File: src/rtl/nn_pkg.sv
// Shared types and constants for the MNIST inference datapath.
// Sizes the output layer and the classifier FSM.
package nn_pkg;

  localparam int NUM_ROWS      = 10;
  localparam int RESULT_WIDTH  = 16;
  localparam int ROW_IDX_WIDTH = 4;

  typedef enum logic [2:0] {
    IDLE,
    ISSUE,
    WAIT,
    CAPTURE,
    DONE,
    ERROR
  } state_t;

endpackage

File: src/rtl/sync_timeout_counter.sv
// Watchdog counter with synchronous clear and enable.
// expire is high while enabled on the terminal count.
module sync_timeout_counter #(
  parameter int TERMINAL = 2048
) (
  input  logic clk,
  input  logic reset,
  input  logic clear,
  input  logic enable,
  output logic expire
);

  localparam int W = $clog2(TERMINAL + 1);
  localparam logic [W-1:0] LAST = W'(TERMINAL - 1);

  logic [W-1:0] count;

  always_ff @(posedge clk) begin
    if (reset) begin
      count <= '0;
    end else if (clear) begin
      count <= '0;
    end else if (enable && count != LAST) begin
      count <= count + 1'b1;
    end
  end

  assign expire = enable && (count == LAST);

endmodule

File: src/rtl/digit_classifier.sv
// Sequences the multiplier over every output row and
// reports the argmax row as the classified digit.
module digit_classifier
  import nn_pkg::*;
#(
  parameter int TIMEOUT_CYCLES = 2048
) (
  input  logic                    clk,
  input  logic                    reset,
  input  logic                    start_classify,
  input  logic                    done_row,
  input  logic [RESULT_WIDTH-1:0] row_result,
  output logic                    begin_mult,
  output logic [3:0]              row_index,
  output logic                    busy,
  output logic [3:0]              digit,
  output logic                    digit_valid,
  output logic                    error
);

  localparam logic [ROW_IDX_WIDTH-1:0] LAST_ROW =
    ROW_IDX_WIDTH'(NUM_ROWS - 1);
  localparam logic [RESULT_WIDTH-1:0] MIN_RESULT =
    {1'b1, {(RESULT_WIDTH-1){1'b0}}};

  state_t                  state;
  logic [RESULT_WIDTH-1:0] max_q;
  logic [RESULT_WIDTH-1:0] result_q;
  logic [3:0]              best_q;
  logic [3:0]              best_next;
  logic                    waiting;
  logic                    expire;
  logic                    gt;

  // The count reads 0 in ISSUE and advances through WAIT,
  // so the stall is flagged TIMEOUT_CYCLES after begin_mult.
  assign waiting = (state == ISSUE) || (state == WAIT);

  sync_timeout_counter #(
    .TERMINAL(TIMEOUT_CYCLES)
  ) u_timeout (
    .clk   (clk),
    .reset (reset),
    .clear (!waiting),
    .enable(waiting),
    .expire(expire)
  );

  assign gt = $signed(result_q) > $signed(max_q);
  assign best_next = gt ? row_index : best_q;

  always_ff @(posedge clk) begin
    if (reset) begin
      state       <= IDLE;
      max_q       <= MIN_RESULT;
      result_q    <= '0;
      best_q      <= '0;
      begin_mult  <= 1'b0;
      row_index   <= '0;
      busy        <= 1'b0;
      digit       <= '0;
      digit_valid <= 1'b0;
      error       <= 1'b0;
    end else begin
      begin_mult  <= 1'b0;
      digit_valid <= 1'b0;
      unique case (state)
        IDLE, DONE, ERROR: begin
          if (start_classify) begin
            state      <= ISSUE;
            row_index  <= '0;
            max_q      <= MIN_RESULT;
            best_q     <= '0;
            error      <= 1'b0;
            busy       <= 1'b1;
            begin_mult <= 1'b1;
          end else if (state == DONE) begin
            state <= IDLE;
          end
        end
        ISSUE: begin
          state <= WAIT;
        end
        WAIT: begin
          if (done_row) begin
            result_q <= row_result;
            state    <= CAPTURE;
          end else if (expire) begin
            state <= ERROR;
            busy  <= 1'b0;
            error <= 1'b1;
          end
        end
        CAPTURE: begin
          // Strict compare: ties keep the lower row.
          if (gt) begin
            max_q  <= result_q;
            best_q <= row_index;
          end
          if (row_index == LAST_ROW) begin
            state       <= DONE;
            busy        <= 1'b0;
            digit       <= best_next;
            digit_valid <= 1'b1;
          end else begin
            row_index  <= row_index + 1'b1;
            state      <= ISSUE;
            begin_mult <= 1'b1;
          end
        end
        default: begin
          state <= IDLE;
          busy  <= 1'b0;
        end
      endcase
    end
  end

endmodule

File: config.mk
export PLATFORM = sky130hd
export DESIGN_NAME = digit_classifier
export DESIGN_NICKNAME = d
export VERILOG_FILES = /design/src/rtl/nn_pkg.sv /design/src/rtl/sync_timeout_counter.sv /design/src/rtl/digit_classifier.sv
export SDC_FILE = /design/constraint.sdc
export NUM_CORES = 1
export LEC_CHECK = 0
export ABC_AREA = 1
export CAP_MARGIN = 15
export CORE_MARGIN = 5
export CORE_UTILIZATION = 25
export DETAILED_ROUTE_END_ITERATION = 16
export PLACE_DENSITY_LB_ADDON = 0.05
export SLEW_MARGIN = 20
export SYNTH_ARGS = -nofsm -noshare
export SYNTH_HDL_FRONTEND = slang
export SYNTH_SLANG_ARGS = --single-unit
File: constraint.sdc
create_clock -name clk -period 4.3 [get_ports clk]
set_input_delay 0.86 -clock clk [delete_from_list [all_inputs] [get_ports clk]]
set_output_delay 0.86 -clock clk [all_outputs]
set_load 0.02 [all_outputs]
* Word-level counts from Yosys, hierarchy flattened *
Index checks and enable logic that the tools add are counted.

storage, ports and cells
  bits in registers = 63
  bits in latches = 0
  RAM bits = 0
  memory bits (read-only) = 0
  input port bits = 20
  output and inout port bits = 12
  logic and storage cells = 77
  memories kept = 0

operators by class
  $add $sub $neg = 2
  multiply operators = 0
  divide/modulo/power cells = 0
  order comparisons = 1
  eq/ne operators = 16
  shift-type cells = 0
  muxes and demuxes = 27
  bitwise logic cells = 3
  reductions and logical operators = 17

operator list
  kind                                              number
  2-to-1 mux 16 bit                                 2
  one-hot mux 16 bit (2 select lines)               1
  > comparator 16 bit                               1
  one-hot mux 4 bit (2 select lines)                2
  2-to-1 mux 3 bit                                  5
  adder 12 x 1 -> 12 bit (second input constant)    1
  == test 12 x 11 -> 1 bit (second input constant)  1
  2-to-1 mux 4 bit                                  3
  != test 12 x 11 -> 1 bit (second input constant)  1
  != test 2 bit (second input constant)             6
  one-hot mux 3 bit (4 select lines)                1
  2-to-1 mux 1 bit                                  10
  AND reduction 2 bit                               4
  == test 3 x 2 -> 1 bit (second input constant)    2
  == test 3 bit (second input constant)             2
  != test 3 bit (second input constant)             2
  AND reduction 3 bit                               2
  AND reduction 5 bit                               1
  adder 4 x 1 -> 4 bit (second input constant)      1
  == test 4 bit (second input constant)             1
  one-hot mux 1 bit (2 select lines)                2
  one-hot mux 1 bit (4 select lines)                1
  AND reduction 4 bit                               1
  nonzero test 2 bit                                2
  other kinds (7)                                   11

* Logic depth before layout (Yosys ltp) *
Gate-level depths: netlist of the first run.

  word-level depth = 6
  mapped depth = 18
  depth with buffers taken out = 18

* Cells and area by module *
From an unflattened synthesis of the first run, not the netlist that was laid out.

second synthesis, totals
  cells, all modules = 493
  area, all modules = 3,480.8 um^2

by module, submodules not included
  module                times used  cells each  area an instance (um^2)  seq. area each (um^2)
  digit_classifier      1           385         2,746.4                  1,021.0
  sync_timeout_counter  1           108         734.5                    240.2

* Worst setup path after synthesis of the first run *
Ideal clock, no wire load.

  path type = reg2reg
  start point = register max_q[15]
  end point = register max_q[0]
  setup time = 0.113 ns
  data arrival time = 1.741 ns
  data required time = 4.187 ns
  slack = 2.446 ns
  stages on the path, launching flop included = 13
  buffers on the path = 2
  cells stage by stage = dfxtp_1 > inv_1 > ha_1 > a21oi_1 > o21ai_1 > a21oi_2 > nand2_1 > nand2_2 > nand4_2 > buf_6 > buf_12 > a21oi_2 > nor2_1

between the ends
  cells in the longest elaborated chain, start to end = 3

RTL lines
  item                                  line                    source
  start: declaration                    digit_classifier.sv:27  logic [RESULT_WIDTH-1:0] max_q;
  start signal: assignment              digit_classifier.sv:97  max_q <= result_q;
  > comparator 16 bit                   digit_classifier.sv:49  assign gt = $signed(result_q) > $signed(max_q);
  != test 2 bit (no source line)        -
  AND reduction 3 bit (no source line)  -

Every way passes these cells.
A chain may end at the register's enable or synchronous reset.

* Worst setup path in the final report of the first run *
  start point = register max_q[11]
  end point = register max_q[1]

The elaborated chain is that of the path after synthesis.

==> summary.md, run 1 <==
| Metric | Value |
|---|---|
| Status | complete, no violations |
| Worst r2r src | max_q[11]$_SDFFE_PP0P_ |
| Arrival time worst endpoint | 2820 ps |
| Die area | 0.0158 mm2 |
| Syn Inst Count | 464 |
| Shortest period the worst path allows | 2590 ps |
| Worst Max-Slew Pin Slew | 630 ps |
| Number of fill cells in the layout | 1424 |
| Sequential cell area | 0.00126 mm2 |
| Count leader, synth | nand2_1 |
| CTS Sinks | 63 |
| Main flop type after synthesis | dfxtp_1 |
| Rows | 42 |
| Count of final setup violators | 0 |
| Initial antenna violation count | 0 |
| Placed insts | 662 |
| Worst vdd ir | 0.210 mV |
| RSZ-0062 raised after global routing | no |
| Final HPWL from detailed placement | 5.85 mm |
| # diodes | 0 |
| Area growth syn-to-layout | 22.5% |
| Setup Skew | 7.16 ps |
| Vias/cell | 4.30 |
| Post-synthesis sequential area ratio | 0.377 |
| Core Region | 0.0132 mm2 |
| Layout Nets | 536 |
| Hold Path Depth | 1 |
| Die Height | 126 um |
| Final GP Congestion | 0.781 |
| Post-Layout Cell Count | 678 |
| Ys async rst share | 0 |
| First-pass GRT wire length | 14.3 mm |
| # resized after CTS | 0 |
| Clock Tree Buf Depth | 2 |
| Share of cells above drive strength 1 | 0.137 |
| Synth Net Count | 503 |
| Remaining DRCs | 0 |
| DRT iter0 DRCs | 160 |
| Tot GR Track Use | 0.113 |
| Synth top area share | 0.377 |
| Setup TNS | 0 ps |
| DRT Wirelength | 8.27 mm |
| Reg2reg path depth | 12 |
| Largest net degree at the start of global routing | 33 |
| Root buffer cell | clkbuf_16 |
| P_leak | 1.69 nW |
| Worst setup EP type | register |
| H-tree Lvls | 3 |
| Fin. max-slew vios | 0 |
| Ports | 32 |
| Slew headroom | 0.579 |
| Hold WC Path Type | reg -> reg |
| Period utilization | 0.603 |
| Synth warn | 0 |
| MaxCap Viol Count | 0 |
| Yosys reg bits | 63 |
| Most common library cells after synthesis | 85 x nand2_1, 76 x nor2_1, 63 x dfxtp_1, 52 x inv_1, 26 x a21oi_1 |
| Max frequency | 386 MHz |
| Vias in the first global route | 2976 |
| Multi-input logic area | 0.00176 mm2 |
| Worst hold start | u_timeout.count[4]$_SDFFE_PP0P_ |
| Yosys cell types | 34 |
| Via count | 2916 |
| Die X | 126 um |
| Mean Syn Cell Area | 7.22 um2 |
| Setup repair bufs after CTS | 0 |
| Final Hold Vio Count | 0 |
| Port bufs | 31 |
| Clock latency on the worst-skew pair | 340 ps |
| CTS Buf Count | 9 |
| CP startpoint | max_q[11]$_SDFFE_PP0P_ |
| Top cells by area, synth | dfxtp_1 38%, nand2_1 9.5%, nor2_1 8.5%, ha_1 7.1%, inv_1 5.8% |
| CP Data Required Time | 4530 ps |
| Starting Density | 0.254 |
| DR pass1 iterations | 6 |
| CP Class | reg -> reg |
| Wire length per cell | 12.2 um |
| Clock slew at reported path FFs | 60 ps |
| CTS Hold Bufs | 0 |
| Grt ovf | 0 |
| Number of synthesized flops with an enable pin | 0 |
| Cell taking the most area after synthesis | dfxtp_1 |
| Post-Syn Area | 0.00335 mm2 |
| Total power density per cell area | 570 mW/mm2 |
| Crit start category | register |
| Routed Antenna Nets | 0 |
| CTS tree | done |
| Max FO, Critical Path | 20 |
## flip-flops by register name, summed over array words and instances, names as in the netlist
name,cells
begin_mult,1
best_q,4
busy,1
digit,4
digit_valid,1
error,1
max_q,16
result_q,16
row_index,4
state,3
u_timeout.count,12
## layout by cell type (no fill, tap or decap), drive strengths merged
cell type	n
a21o	1
o41ai	1
clkinv	4
bufinv	1
o31ai	2
xor2	2
a31oi	1
a211oi	1
dfxtp	63
nand3	28
o21ai	30
inv	59
ha	19
clkdlybuf4s50	31
nand4	10
nor3	6
a21boi	8
a21oi	28
buf	5
clkbuf	12
nand2	100
nand3b	1
nor2	89
## final timing paths
kind,slack (ps),endpoint
worst max-delay path,1710,max_q[1]$_SDFFE_PP0P_
worst min-delay path,470,u_timeout.count[4]$_SDFFE_PP0P_
worst max register to register,1710,max_q[1]$_SDFFE_PP0P_
worst min register to register,470,u_timeout.count[4]$_SDFFE_PP0P_
## cells by family after synthesis
family	Yosys count	synth area share
simple gates	234	0.328
buf+inv	74	0.0990
compound gates	72	0.120
flops	63	0.377
fa+ha+maj	19	0.0710
xor+xnor	2	0.00523
## area by class of cell
| class | instances | share of cell area |
|---|---|---|
| Clock buffer | 12 | 0.0601 |
| Clock inverter | 4 | 0.0110 |
| Inverter | 60 | 0.0549 |
| Multi-Input combinational cell | 327 | 0.428 |
| Sequential cell | 63 | 0.308 |
| Tap cell | 176 | 0.0537 |
| Timing Repair Buffer | 36 | 0.0848 |
## metal layers
metal / global-route usage / routed length (um) / vias to the layer above
met1: 0.139 / 4010 / 1331
li1: - / - / 1547
met2: 0.185 / 3880 / 32
met5: 0 / 0 / -
met4: 0.0313 / 87 / 0
met3: 0.0432 / 292 / 6
## power breakdown
part	internal [W]	switching, W
sequential	0.000684	0.0000613
combinational	0.000303	0.000559
clock	0.000462	0.000269
## metrics by stage
| stage | hold WS (ps) | power, W | setup WS (ps) | instance area, um2 | utilization |
|---|---|---|---|---|---|
| final | 466 | 0.00234 | 1710 | 4100 | 0.311 |
| after global routing | 483 | 0.00255 | 1330 | 4100 | 0.311 |
| after CTS | 467 | 0.00238 | 1680 | 4100 | 0.311 |
| after detailed placement | 460 | 0.00163 | 1700 | 3810 | 0.289 |
| after global placement | 454 | 0.00164 | 1700 | 3810 | 0.289 |
| after floorplan | 442 | 0.00143 | 2450 | 3350 | - |
## critical path, stage by stage (launching register included)
cell	delay [ps]
dfxtp_1	300
inv_1	60
ha_1	330
a21oi_1	160
nand2_1	120
a21oi_2	180
nand2_1	80
nand2_2	110
nand4_2	500
nand2_2	450
nand2_1	90
nand2_1	70
nor2_1	40
Power figures use the tool's default switching activity.
==> run 2, diff against run 1 <==
==> constraint.sdc (replaced) <==
create_clock -name clk -period 2.1 [get_ports clk]
set_input_delay 0.42 -clock clk [delete_from_list [all_inputs] [get_ports clk]]
set_output_delay 0.42 -clock clk [all_outputs]
set_load 0.02 [all_outputs]
==> run 2 against run 1 <==
- core utilization rose by 2.2 points
- first-iteration DRC count down 14%
- clock-buffer cell count unchanged
- critical endpoint is now max_q[2]$_SDFFE_PP0P_
- largest power group unchanged
- highest routed layer unchanged
==> summary.md, run 2 (synthesis gave the netlist of run 1 again) <==
| Metric | Value |
|---|---|
| Status | complete, no violations |
| Number of fill cells in the layout | 1403 (-1.5%) |
| CTS tree | done |
| Starting Density | 0.254 (unchanged) |
| DRT iter0 DRCs | 137 (-14%) |
| CTS Sinks | 63 (unchanged) |
| Vias in the first global route | 2939 (-1.2%) |
| Arrival time worst endpoint | 2150 ps (-670 ps) |
| Crit start category | register |
| Root buffer cell | clkbuf_16 |
| CP Class | reg -> reg |
| Placed insts | 675 (+2.0%) |
| CP top delay family | simple AND/OR/NAND/NOR gates |
| Grt ovf | 0 (unchanged) |
| CP Data Required Time | 2320 ps (-2210 ps) |
| Die X | 126 um (unchanged) |
| P_leak | 1.79 nW (+5.6%) |
| Vias/cell | 4.27 (-0.74%) |
| Tot GR Track Use | 0.114 (+0.00128) |
| Via count | 2950 (+1.2%) |
| CTS Hold Bufs | 0 (unchanged) |
| Total power density per cell area | 1160 mW/mm2 (+100%) |
| Hold WC Path Type | reg -> reg |
| # diodes | 0 (unchanged) |
| Shortest period the worst path allows | 1930 ps (-662 ps) |
| Remaining DRCs | 0 (unchanged) |
| Worst vdd ir | 0.467 mV (+120%) |
| CTS Buf Count | 9 (unchanged) |
| Final Hold Vio Count | 0 (unchanged) |
| Commonest non-fill, non-tap cell in the layout | nand2_1 |
| First-pass GRT wire length | 14.5 mm (+1.1%) |
| Share of cells above drive strength 1 | 0.198 (+0.0606) |
| Clock Tree Buf Depth | 2 (unchanged) |
| CP Buf/Inv Count | 2 (+1) |
| Die area | 0.0158 mm2 (unchanged) |
| Slowest stage delay, CP | 310 ps (-190 ps) |
| Crit path cell chain | inv_1 -> ha_4 -> nand4_1 -> nor3_4 -> nand2_2 -> nand3_2 -> nand4_4 -> buf_12 -> a21boi_0 -> nor2_2 |
| Top flop regs | max_q x16, result_q x16, u_timeout.count x12 |
| Layout Nets | 549 (+2.4%) |
| Area growth syn-to-layout | 31.1% |
| Slew headroom | 0.806 (+0.228) |
| Die Height | 126 um (unchanged) |
| Port bufs | 31 (unchanged) |
| Ports | 32 (unchanged) |
| Final HPWL from detailed placement | 5.86 mm (+0.20%) |
| Post-Layout Cell Count | 691 (+1.9%) |
| MaxCap Viol Count | 0 (unchanged) |
| Worst setup EP type | register |
| Period utilization | 0.919 (+0.316) |
| Clock latency on the worst-skew pair | 330 ps (about the same) |
| Cell area after layout | 0.00439 mm2 (+7.0%) |
| Dpl cell area | 0.00395 mm2 (+3.5%) |
| Final GP Congestion | 0.798 (+2.2%) |
| Rows | 42 (unchanged) |
| Wire length per cell | 12.1 um (-0.59%) |
| Most frequent cells in the layout | 78 x nand2_1, 74 x nor2_1, 63 x dfxtp_1 |
| DR pass1 iterations | 4 (-2) |
| H-tree Lvls | 3 (unchanged) |
| Count of final setup violators | 0 (unchanged) |
| DRT Wirelength | 8.38 mm (+1.3%) |
| RSZ-0062 raised after global routing | no |
| Initial antenna violation count | 0 (unchanged) |
| Slowest-stage cell, CP | dfxtp_1 |
| Setup repair bufs after CTS | 0 (unchanged) |
| Fin. max-slew vios | 0 (unchanged) |
| Core Region | 0.0132 mm2 (unchanged) |
| Max FO, Critical Path | 16 (-20%) |
| Setup Skew | 4.96 ps (-2.20 ps) |
| Max frequency | 518 MHz (+34%) |
| Clock slew at reported path FFs | 50 ps (about the same) |
| Largest net degree at the start of global routing | 37 (+12%) |
| Routed Antenna Nets | 0 (unchanged) |
| Worst Max-Slew Pin Slew | 290 ps (-340 ps) |
-- run 2: what timing repair did --
action	in CTS	in global routing
pin swaps	0	6
setup endpoints to repair	6	24
resized for setup	1	31
-- run 2: cell type report --
| type | count | area [um2] | share of cell area |
|---|---|---|---|
| multi-input cells | 327 | 1900 | 0.433 |
| flip-flops and latches | 63 | 1260 | 0.287 |
| repair buffers | 49 | 490 | 0.112 |
| clock buffers | 12 | 246 | 0.0561 |
| inverters | 60 | 225 | 0.0513 |
| well taps | 176 | 220 | 0.0502 |
| clock inverters | 4 | 45.0 | 0.0103 |
-- run 2: worst min-delay path: stages, from the launching register on --
cell     delay, ps
dfxtp_1        310
nand2_1         60
a21oi_1         50
-- run 2: final timing paths --
| check | endpoint | start | cells past startpoint | slack (ps) |
|---|---|---|---|---|
| min reg2reg | best_q[0]$_SDFFE_PP0P_ | best_q[0]$_SDFFE_PP0P_ | 2 | 460 |
| max reg2reg | max_q[2]$_SDFFE_PP0P_ | max_q[10]$_SDFFE_PP0P_ | 10 | 170 |
| max | max_q[2]$_SDFFE_PP0P_ | max_q[10]$_SDFFE_PP0P_ | 10 | 170 |
| min | best_q[0]$_SDFFE_PP0P_ | best_q[0]$_SDFFE_PP0P_ | 2 | 460 |
-- run 2: where the power goes --
group	internal (W)	switching, W	leakage [nW]
logic	0.000828	0.00126	1.13
registers	0.00140	0.000130	0.512
clock network	0.000945	0.000534	0.146
total	0.00317	0.00193	1.79
-- run 2: stage by stage --
step                setup TNS (ps)  power [W]   util  worst slack, ps  hold slack, ps
CTS                              0    0.00498  0.322             30.3             464
global route                     0    0.00557  0.333            0.171             501
floorplan                        0    0.00292      -              246             442
detailed placement          -0.324    0.00344  0.299           -0.324             455
global placement                 0    0.00344  0.299             20.2             456
finish                           0    0.00510  0.333              169             464
-- run 2: metal layers --
| metal | vias up | track usage | routed length (um) |
|---|---|---|---|
| met5 | - | 0 | 0 |
| met4 | 0 | 0.0376 | 133 |
| met3 | 9 | 0.0398 | 233 |
| met2 | 26 | 0.183 | 3850 |
| met1 | 1331 | 0.144 | 4160 |
| li1 | 1584 | - | - |
